$ cat src/rtl/pwm_pkg.sv
// Shared widths and constants for the PWM output stage.
// Also holds the single-bit PWM compare used by the top level.
package pwm_pkg;

    localparam int PWM_CNT_W       = 8;
    localparam int OUT_W           = 16;
    localparam int DEFAULT_CLK_DIV = 13;

    localparam logic [PWM_CNT_W-1:0] DUTY_FULL = 8'hFF;
    localparam logic [PWM_CNT_W-1:0] CNT_MAX   = 8'hFF;

    // A full-scale duty forces the level high so there is no one-tick dip at cnt == 255.
    function automatic logic pwm_level(input logic [PWM_CNT_W-1:0] cnt,
                                       input logic [PWM_CNT_W-1:0] duty);
        return (duty == DUTY_FULL) || (cnt < duty);
    endfunction

endpackage

$ cat src/rtl/pwm_timebase.sv
// PWM timebase: prescaler producing a tick every CLK_DIV clocks,
// plus an 8-bit free-running period counter and its wrap detect.
module pwm_timebase
    import pwm_pkg::*;
#(
    parameter int CLK_DIV = DEFAULT_CLK_DIV
) (
    input  logic                 clk,
    input  logic                 rst_n,
    output logic [PWM_CNT_W-1:0] cnt,
    output logic                 tick,
    output logic                 wrap
);

    localparam logic [PWM_CNT_W-1:0] PRE_LAST = PWM_CNT_W'(CLK_DIV - 1);

    logic [PWM_CNT_W-1:0] pre;

    assign tick = (pre == PRE_LAST);
    assign wrap = tick && (cnt == CNT_MAX);

    // NOTE: state registers use non-blocking assignments so every flop samples pre-edge values.
    always_ff @(posedge clk or negedge rst_n) begin
        if (!rst_n) begin
            pre <= '0;
            cnt <= '0;
        end else if (tick) begin
            pre <= '0;
            cnt <= cnt + PWM_CNT_W'(1);
        end else begin
            pre <= pre + PWM_CNT_W'(1);
        end
    end

endmodule

$ cat src/rtl/pwm_peripheral.sv
// PWM output stage: per-bit static low / static high / shared PWM selection,
// with the duty cycle shadowed at the period wrap so mid-period writes cannot glitch.
module pwm_peripheral
    import pwm_pkg::*;
#(
    parameter int CLK_DIV = DEFAULT_CLK_DIV
) (
    input  logic             clk,
    input  logic             rst_n,
    input  logic [7:0]       en_reg_out_7_0,
    input  logic [7:0]       en_reg_out_15_8,
    input  logic [7:0]       en_reg_pwm_7_0,
    input  logic [7:0]       en_reg_pwm_15_8,
    input  logic [7:0]       pwm_duty_cycle,
    output logic [OUT_W-1:0] out,
    output logic             period_start
);

    logic [PWM_CNT_W-1:0] cnt;
    logic [PWM_CNT_W-1:0] duty_sh;
    logic                 tick;
    logic                 wrap;
    logic                 pwm_raw;
    logic [OUT_W-1:0]     en_out;
    logic [OUT_W-1:0]     en_pwm;
    logic [OUT_W-1:0]     out_next;

    pwm_timebase #(
        .CLK_DIV (CLK_DIV)
    ) u_timebase (
        .clk   (clk),
        .rst_n (rst_n),
        .cnt   (cnt),
        .tick  (tick),
        .wrap  (wrap)
    );

    assign en_out   = {en_reg_out_15_8, en_reg_out_7_0};
    assign en_pwm   = {en_reg_pwm_15_8, en_reg_pwm_7_0};
    assign pwm_raw  = pwm_level(cnt, duty_sh);
    assign out_next = en_out & (~en_pwm | {OUT_W{pwm_raw}});

    // Enables act on the next edge; only the duty is deferred to the wrap.
    always_ff @(posedge clk or negedge rst_n) begin
        if (!rst_n) begin
            duty_sh      <= '0;
            out          <= '0;
            period_start <= 1'b0;
        end else begin
            if (tick && (cnt == CNT_MAX)) begin
                duty_sh <= pwm_duty_cycle;
            end
            out          <= out_next;
            period_start <= wrap;
        end
    end

endmodule

$ cat config.mk
export PLATFORM = sky130hd
export DESIGN_NAME = pwm_peripheral
export DESIGN_NICKNAME = d
export VERILOG_FILES = /design/src/rtl/pwm_pkg.sv /design/src/rtl/pwm_timebase.sv /design/src/rtl/pwm_peripheral.sv
export SDC_FILE = /design/constraint.sdc
export NUM_CORES = 1
export LEC_CHECK = 0
export CORE_MARGIN = 5
export CORE_UTILIZATION = 45
export DETAILED_ROUTE_END_ITERATION = 16
export PLACE_DENSITY = 0.87
export SLEW_MARGIN = 5
export SYNTH_ARGS = -nofsm -noshare
export SYNTH_HDL_FRONTEND = slang
export SYNTH_SLANG_ARGS = --single-unit
$ cat constraint.sdc
create_clock -name clk -period 2.4 [get_ports clk]
set_input_delay 0.36 -clock clk [delete_from_list [all_inputs] [get_ports clk]]
set_output_delay 0.36 -clock clk [all_outputs]
set_load 0.005 [all_outputs]
After elaboration in Yosys (flattened, before gate mapping)
Index checks and enable logic that the tools add are counted.
- input port bits: 42
- register bits: 41
- add/subtract/negate cells: 2
- eq/ne operators: 3
- bitwise operators: 3
- reductions and logical operators: 2
- muxes and demuxes: 1
- magnitude comparators: 1
- operators with widths (kind ; number):
    adder 8 x 1 -> 8 bit (second input constant) ; 2
    bitwise AND 16 bit ; 1
    equality test 8 bit (second input constant) ; 2
    NOT 16 bit ; 1
    bitwise OR 16 bit ; 1
    equality test 8 x 4 -> 1 bit (second input constant) ; 1
    < comparator 8 bit ; 1
    2-to-1 mux 8 bit ; 1
    logical AND 1 bit ; 1
    logical OR 1 bit ; 1

Logic depth before layout (Yosys ltp)
Gate-level depths: netlist (run 1).
- depth after elaboration: 4
- gate-level depth with buffers: 7

Hierarchy
From an unflattened synthesis (run 1), not the netlist that was laid out.
- cells, all modules: 154
- area total of the unflattened synthesis: 1888.1 um2
- modules (own cells, without submodules) (module ; cells an instance ; times used ; area an instance (um2)):
    pwm_peripheral ; 89 ; 1 ; 1113.6
    pwm_timebase ; 65 ; 1 ; 774.5

Worst setup path before layout (run 1)
No wires, ideal clock.
- path kind: register to register
- start point: register u_timebase.cnt[6]
- end point: register out[10]
- stages on the path, launching flop included: 7
- slack: 588 ps
- clock period less this slack: 1812 ps
- library setup time: 135 ps
- data arrival time: 1677 ps
- path buffers: 1
- cells stage by stage: dfrtp_1 > ha_1 > and4_1 > o21ai_0 > o32ai_2 > clkbuf_1 > a21boi_0
- longest elaborated chain between the ends: 4
- RTL lines (item ; RTL line ; source):
    from (decl) ; pwm_timebase.sv:10 ; output logic [PWM_CNT_W-1:0] cnt,
    from (signal assigned) ; pwm_timebase.sv:29 ; cnt <= cnt + PWM_CNT_W'(1);
    < comparator 8 bit ; pwm_pkg.sv:15 ; return (duty == DUTY_FULL) || (cnt < duty);
    logical OR 1 bit ; pwm_pkg.sv:15 ;
    bitwise OR 16 bit ; pwm_peripheral.sv:41 ; assign out_next = en_out & (~en_pwm | {OUT_W{pwm_raw}});
    bitwise AND 16 bit ; pwm_peripheral.sv:41 ;
    named net out_next[10] ; pwm_peripheral.sv:26 ; logic [OUT_W-1:0] out_next;
    to (signal assigned) ; pwm_peripheral.sv:53 ; out <= out_next;
    to (decl) ; pwm_peripheral.sv:15 ; output logic [OUT_W-1:0] out,
The timed path passes the listed nets, and every way through them passes these cells.
A chain may end at the register's enable or synchronous reset.

Worst setup path in the final report (run 1)
- start point: register u_timebase.pre[0]
- end point: register duty_sh[5]
- longest elaborated chain between the ends: 2
- RTL lines (item ; RTL line ; source):
    from (decl) ; pwm_timebase.sv:17 ; logic [PWM_CNT_W-1:0] pre;
    from (signal assigned) ; pwm_timebase.sv:31 ; pre <= pre + PWM_CNT_W'(1);
    equality test 8 x 4 -> 1 bit ; pwm_timebase.sv:19 ; assign tick = (pre == PRE_LAST);
    logical AND 1 bit ; pwm_peripheral.sv:50 ; if (tick && (cnt == CNT_MAX)) begin
    to (signal assigned) ; pwm_peripheral.sv:51 ; duty_sh <= pwm_duty_cycle;
    to (decl) ; pwm_peripheral.sv:20 ; logic [PWM_CNT_W-1:0] duty_sh;
Every way passes these cells.

==> results of run 1 <==
==> final cells by class <==
| type | instances | area (sq um) |
|---|---|---|
| clock buffers | 6 | 82.6 |
| clock inverters | 2 | 37.5 |
| fillers | 281 | 1380 |
| inverters | 9 | 33.8 |
| multi-input cells | 90 | 737 |
| flip-flops and latches | 41 | 1030 |
| well taps | 50 | 62.6 |
| repair buffers | 59 | 583 |
==> cell families (layout without fill, tap and decap cells) <==
kind of cell | Yosys count | in the layout
muxes | 8 | 8
AOI/OAI and AO/OA | 23 | 23
DFF | 41 | 41
adders and majority gates | 10 | 10
xor gates and xnor gates | 13 | 13
buffers and inverters | 11 | 76
and+or+nand+nor | 36 | 36
==> power by group <==
part / internal (uW) / switching, uW
Sequential: 704 / 3.78
Clock: 338 / 242
Combinational: 85.4 / 31.9
Total: 1130 / 278
==> layout by cell type, fill, tap and decap left out, types with 7 or more instances in the layout <==
| master | n |
|---|---|
| clkdlybuf4s50_1 | 57 |
| inv_1 | 9 |
| a21boi_0 | 15 |
| nor2_1 | 8 |
| ha_1 | 10 |
| nand2_1 | 8 |
| mux2_2 | 7 |
| dfrtp_1 | 41 |
| xnor2_1 | 7 |
==> per-layer routing <==
layer	vias to the layer above	GRT usage	part of all wire
li1	620	-	-
met1	621	0.176	0.38
met2	53	0.275	0.51
met3	6	0.0616	0.098
met4	0	0.0724	0.016
met5	-	0	0
==> per-stage QoR <==
step           std cells  total power, uW  cell area (sq um)  setup slack [ns]
6_report             257             1400               2560             0.532
5_1_grt              257             1450               2560             0.428
4_1_cts              257             1420               2560             0.537
3_5_place_dp         249              840               2440             0.574
3_3_place_gp         249              837               2440             0.605
2_1_floorplan        142              732               1800             0.588
==> worst min-delay path by stage <==
stage | endpoint | startpoint | cells past startpoint | slack, ns
4_1_cts | out[6] | rst_n | 1 | 0.21
2_1_floorplan | duty_sh[0] | rst_n | 0 | 0.06
6_report | u_timebase.pre[3] | rst_n | 1 | 0.18
3_5_place_dp | u_timebase.cnt[7] | u_timebase.cnt[7] | 1 | 0.49
3_3_place_gp | u_timebase.pre[0] | u_timebase.pre[0] | 1 | 0.50
5_1_grt | out[6] | rst_n | 1 | 0.26
==> state kept, by name, summed over array words and instances (netlist names) <==
name            cells
out                16
duty_sh             8
u_timebase.cnt      8
u_timebase.pre      8
period_start        1
==> impl_metrics.csv, run 1 <==
group,metric,value,unit
logic_synthesis,yosysSeqAreaShare,0.569,
logic_synthesis,synth_common_cells,"dfrtp_1, a21boi_0, ha_1",
setup_path,cp_max_fo,8,
sta,fin_crit_sh,0.778,
clock_tree,cts.sinks,41,
die,dieArea,5380,sq um
logic_synthesis,syn_avg_cell_area,12.7,sq um
sta,drv_slew,0,
setup_path,crit_chain,"inv_1 > ha_1 > nand4b_4 > nor3_4 > mux2_2",
logic_synthesis,ys.flop_type,"dfrtp_1",
logic_synthesis,yosys.area_share.simple,0.123,
global_routing,grt_max_degree,42,
global_routing,grt_pass1_vias,1408,
clock_tree,clk_path_buf_depth,2,
die,start_util,0.458,
routing,drtPass1Iterations,4,
power_and_ir_drop,p_leak,0.00114,uW
sta,rsz0062_at_grt,"false",
logic_synthesis,synth_top_area_cell,"dfrtp_1",
logic_synthesis,syn_nets,194,
clock_tree,cts_resized,0,
clock_tree,cts_setup_buffers,0,
clock_tree,hold_buffers,0,
sta,fmax,535,MHz
logic_synthesis,synth_adder_area_share,0.0693,
clock_tree,cts-buffers-inserted,5,
logic_synthesis,yosysTopAreaCellShare,0.569,
setup_path,cp_num_buf_inv,1,
setup_path,crit_required,2.58,ns
global_routing,grt_usage,0.161,
routing,vias_per_cell,5.06,
logic_synthesis,yosysMostFrequentCell,"dfrtp_1",
logic_synthesis,yosys_warnings,0,
routing,num_vias,1300,
sta,worst_slew_pin_slew,0.881,ns
logic_synthesis,synthTopCellsByArea,"dfrtp_1, ha_1, a21boi_0",
logic_synthesis,ys_types,29,
routing,wl_per_cell,15.0,microns
setup_path,endpoint,"duty_sh[5]",
routing,ant_nets,0,
sta,period_minus_slack,1.87,ns
clock_tree,cts.reportedPaths.clkPinSlew,0.08,ns
finish,fin_nets,258,
clock_tree,clk_latency,0.29,ns
finish,layout-drive-gt1-share,0.106,
clock_tree,cts_root_buf,"clkbuf_8",
global_routing,antenna_found_initial,0,
finish,areaGrowthSynthToFinish,42.0,%
setup_path,reg2reg_slack,0.53,ns
setup_path,arrival,2.05,ns
sta,clock_skew,0.00277,ns
routing,drt_iter0_drc,50,
setup_path,reg2reg_from,"u_timebase.pre[0]",
clock_tree,cts_tree,"yes",
setup_path,path_class,"flip-flop to flip-flop",
logic_synthesis,synth_xor_area_frac,0.0631,
die,core_area,3940,sq um
logic_synthesis,synth_top_family_by_area,"simple AND/OR/NAND/NOR gates",
setup_path,r2r_end,"duty_sh[5]",
logic_synthesis,muxShareOfSynthArea,0.0499,
worst_hold_path,min_path_type,"input port to asynchronous set/reset pin",
logic_synthesis,synth_seq_cells,41,
outcome,status,"finished, final reports clean",
setup_path,slowest_stage,"nor3_4",
logic_synthesis,synth-compound-area-share,0.103,
power_and_ir_drop,p_per_area,548,nW/um^2
setup_path,critPathLaunchType,"flip-flop",
global_routing,overflow,0,
run,cap_violations,0,
die,ios,59,
routing,route.detailed.drc,0,
clock_tree,cts-htree-levels,2,
setup_path,worstSetupEndpointType,"flip-flop",
logic_synthesis,syn-instance-count,142,
setup_path,critical_path_depth,5,
power_and_ir_drop,vdd_drop_max,0.000461,V
place,dpl.hpwl,2820,microns
sta,hold_viol_final,0,
place,gp_congestion,0.831,
setup_path,max_stage_delay,0.45,ns
sta,timing.hold.ws,0.182,ns
die,rows,23,
sta,setup_violations,0,
die,die_y,73.3,microns
place,numPortBuffers,58,
logic_synthesis,async_reset_ff_frac,1.00,
die,fp.dieW,73.3,microns
routing,wirelength,3850,microns
sta,max_slew_margin,0.413,
setup_path,rr_worst_depth,5,
global_routing,grt_pass1_wl,6410,microns
finish,diodes,0,
finish,utilization,0.650,
logic_synthesis,syn_area,1800,sq um
logic_synthesis,synth-edff-count,0,
sta,setup_tns,0,ns
setup_path,critPathLaunch,"u_timebase.pre[0]",
setup_path,path_delay_family,"simple AND/OR/NAND/NOR gates",
Power figures use the tool's default switching activity.
==> run 2, diff against run 1 <==
- CORE_UTILIZATION: 45 -> 41
- PLACE_DENSITY: 0.87 -> 0.83
- clock period: 2.4 -> 1.56 ns (I/O delays scaled with it)
==> run 2 against run 1 <==
The run now ends with hold timing, setup timing left. Combinational power increased by 62%. Critical path depth is 1 higher. Cell count is 12% higher. Register-to-register slack worse by 0.67 ns. Sequential power up 54%. Power grew 52%. Sequential share of layout area down 5.4 points. Design area is 16% higher. First-iteration DRC count fell by 10%. Clock skew rose by 0.0052 ns. Critical path type unchanged.
==> impl_metrics.csv, run 2 (synthesis results as in run 1) <==
group,metric,value,unit
clock_tree,cts.reportedPaths.clkPinSlew,0.08,ns
setup_path,critPathLaunch,"u_timebase.cnt[7]",
clock_tree,cts_root_buf,"clkbuf_8",
die,rows,24,
die,die_y,76.3,microns
routing,drt_iter0_drc,45,
sta,fmax,590,MHz
routing,top_layer,"met4",
routing,wl_met1,1740,microns
routing,wl_met3,436,microns
place,dpl.hpwl,2940,microns
routing,num_vias,1422,
outcome,status,"finished, violations left",
place,numPortBuffers,58,
sta,post-route-worst-setup-slack,-0.135,ns
setup_path,reg2reg_from,"u_timebase.cnt[7]",
run,cap_violations,0,
global_routing,antenna_found_initial,0,
sta,clock_skew,0.00795,ns
sta,max_slew_margin,0.660,
global_routing,grt_pass1_vias,1517,
finish,fin_area,2960,sq um
routing,route.detailed.drc,0,
finish,utilization,0.685,
routing,vias_per_cell,4.92,
sta,hold_viol_final,19,
finish,final_cell_mix,"clkdlybuf4s50_1, dfrtp_1, buf_4",
clock_tree,cts-htree-levels,2,
routing,wirelength,4260,microns
worst_hold_path,min_path_type,"input port to asynchronous set/reset pin",
setup_path,path_class,"flip-flop to flip-flop",
sta,worst_slew_pin_slew,0.510,ns
die,fp.dieW,76.3,microns
setup_path,cp_max_fo,8,
finish,final_common_cell,"clkdlybuf4s50_1",
finish,largest_reg_flops,16,
sta,rsz0062_at_grt,"true",
die,ios,59,
outcome,violations,"hold timing, setup timing",
place,gp_congestion,0.811,
setup_path,arrival,1.87,ns
setup_path,crit_required,1.74,ns
global_routing,grt_max_degree,42,
sta,setup_tns,-2.69,ns
finish,fill_cells,293,
power_and_ir_drop,power,2130,uW
clock_tree,clk_path_buf_depth,2,
power_and_ir_drop,p_per_area,720,nW/um^2
global_routing,grt_pass1_wl,6560,microns
sta,period_minus_slack,1.70,ns
sta,drv_slew,0,
routing,wl_per_cell,14.8,microns
power_and_ir_drop,vdd_drop_max,0.000735,V
sta,fin_crit_sh,1.09,
clock_tree,cts_tree,"yes",
die,dieArea,5830,sq um
place,dpl_cell_area,2700,sq um
global_routing,grt_usage,0.140,
finish,seq_area,1030,sq um
routing,ant_nets,0,
sta,timing.hold.ws,-0.0114,ns
setup_path,critPathLaunchType,"flip-flop",
finish,diodes,0,
clock_tree,cts.sinks,41,
finish,fin_nets,288,
clock_tree,cts-buffers-inserted,5,
die,start_util,0.417,
sta,setup_violations,24,
finish,multi_input_area,892,sq um
die,core_area,4320,sq um
clock_tree,clk_latency,0.29,ns
routing,drtPass1Iterations,4,
finish,areaGrowthSynthToFinish,64.3,%
routing,met2_wirelength,2040,microns
finish,largest-register,"out",
setup_path,worstSetupEndpointType,"flip-flop",
finish,layout-drive-gt1-share,0.291,
power_and_ir_drop,p_leak,0.00133,uW
global_routing,overflow,0,
## run 2: cell types whose count changed in the layout (fill, tap and decap cells not counted), moves of 3 or more
cell,previous run,this run
a21boi_1,1,13
a21boi_0,15,0
a21boi_2,0,3
buf_6,0,3
buf_4,1,27
mux2_4,0,8
ha_1,10,4
ha_4,0,4
mux2_2,7,0
## run 2: cell type report
cell class / instances / area share
tap: 52 / 0.0220
inverter: 9 / 0.0114
sequential: 41 / 0.346
clock inverter: 3 / 0.0156
timing repair buffer: 89 / 0.281
multi-input combinational: 90 / 0.301
clock buffer: 5 / 0.0232
## run 2: where the power goes
group	total, uW	switching, uW	leakage (uW)	internal [uW]
Combinational	189	51.2	0.000745	138
Clock	857	378	0.0000543	479
Sequential	1090	5.70	0.000535	1080
## run 2: what timing repair did
action,in CTS,in global routing
hold buffers,0,0
setup endpoints to repair,24,26
gates resized for setup,8,19
gates cloned,0,1
pin swaps,0,4
buffers inserted,1,3
## run 2: final timing paths
path | end | slack (ns) | cells past startpoint
setup / recovery | out[14] | -0.14 | 6
hold / removal | duty_sh[6] | -0.01 | 2
setup reg to reg | out[14] | -0.14 | 6
hold reg to reg | u_timebase.pre[6] | 0.55 | 1
max in group asynchronous | duty_sh[1] | 1.21 | 2
min in group clk | out[12] | 0.48 | 2
## run 2: metrics by stage
step | setup WS (ns) | hold WS [ns] | std cells
floorplan | -0.143 | -0.0616 | 142
global placement | -0.0517 | 0.325 | 276
detailed placement | -0.112 | 0.324 | 276
CTS | -0.115 | 0.00626 | 285
global route | -0.202 | 0.0479 | 289
finish | -0.135 | -0.0114 | 289
## run 2: layer usage
metal / up-vias / global-route usage
met2: 55 / 0.233
met5: - / 0
met3: 4 / 0.0626
li1: 683 / -
met4: 0 / 0.0577
met1: 680 / 0.155
## run 2: worst max-delay path, stage by stage (launching register included)
cell and delay, ns:
dfrtp_1 0.42, ha_4 0.29, and4_1 0.20, o21ai_2 0.07, o32ai_4 0.34, buf_6 0.18
a21boi_1 0.08
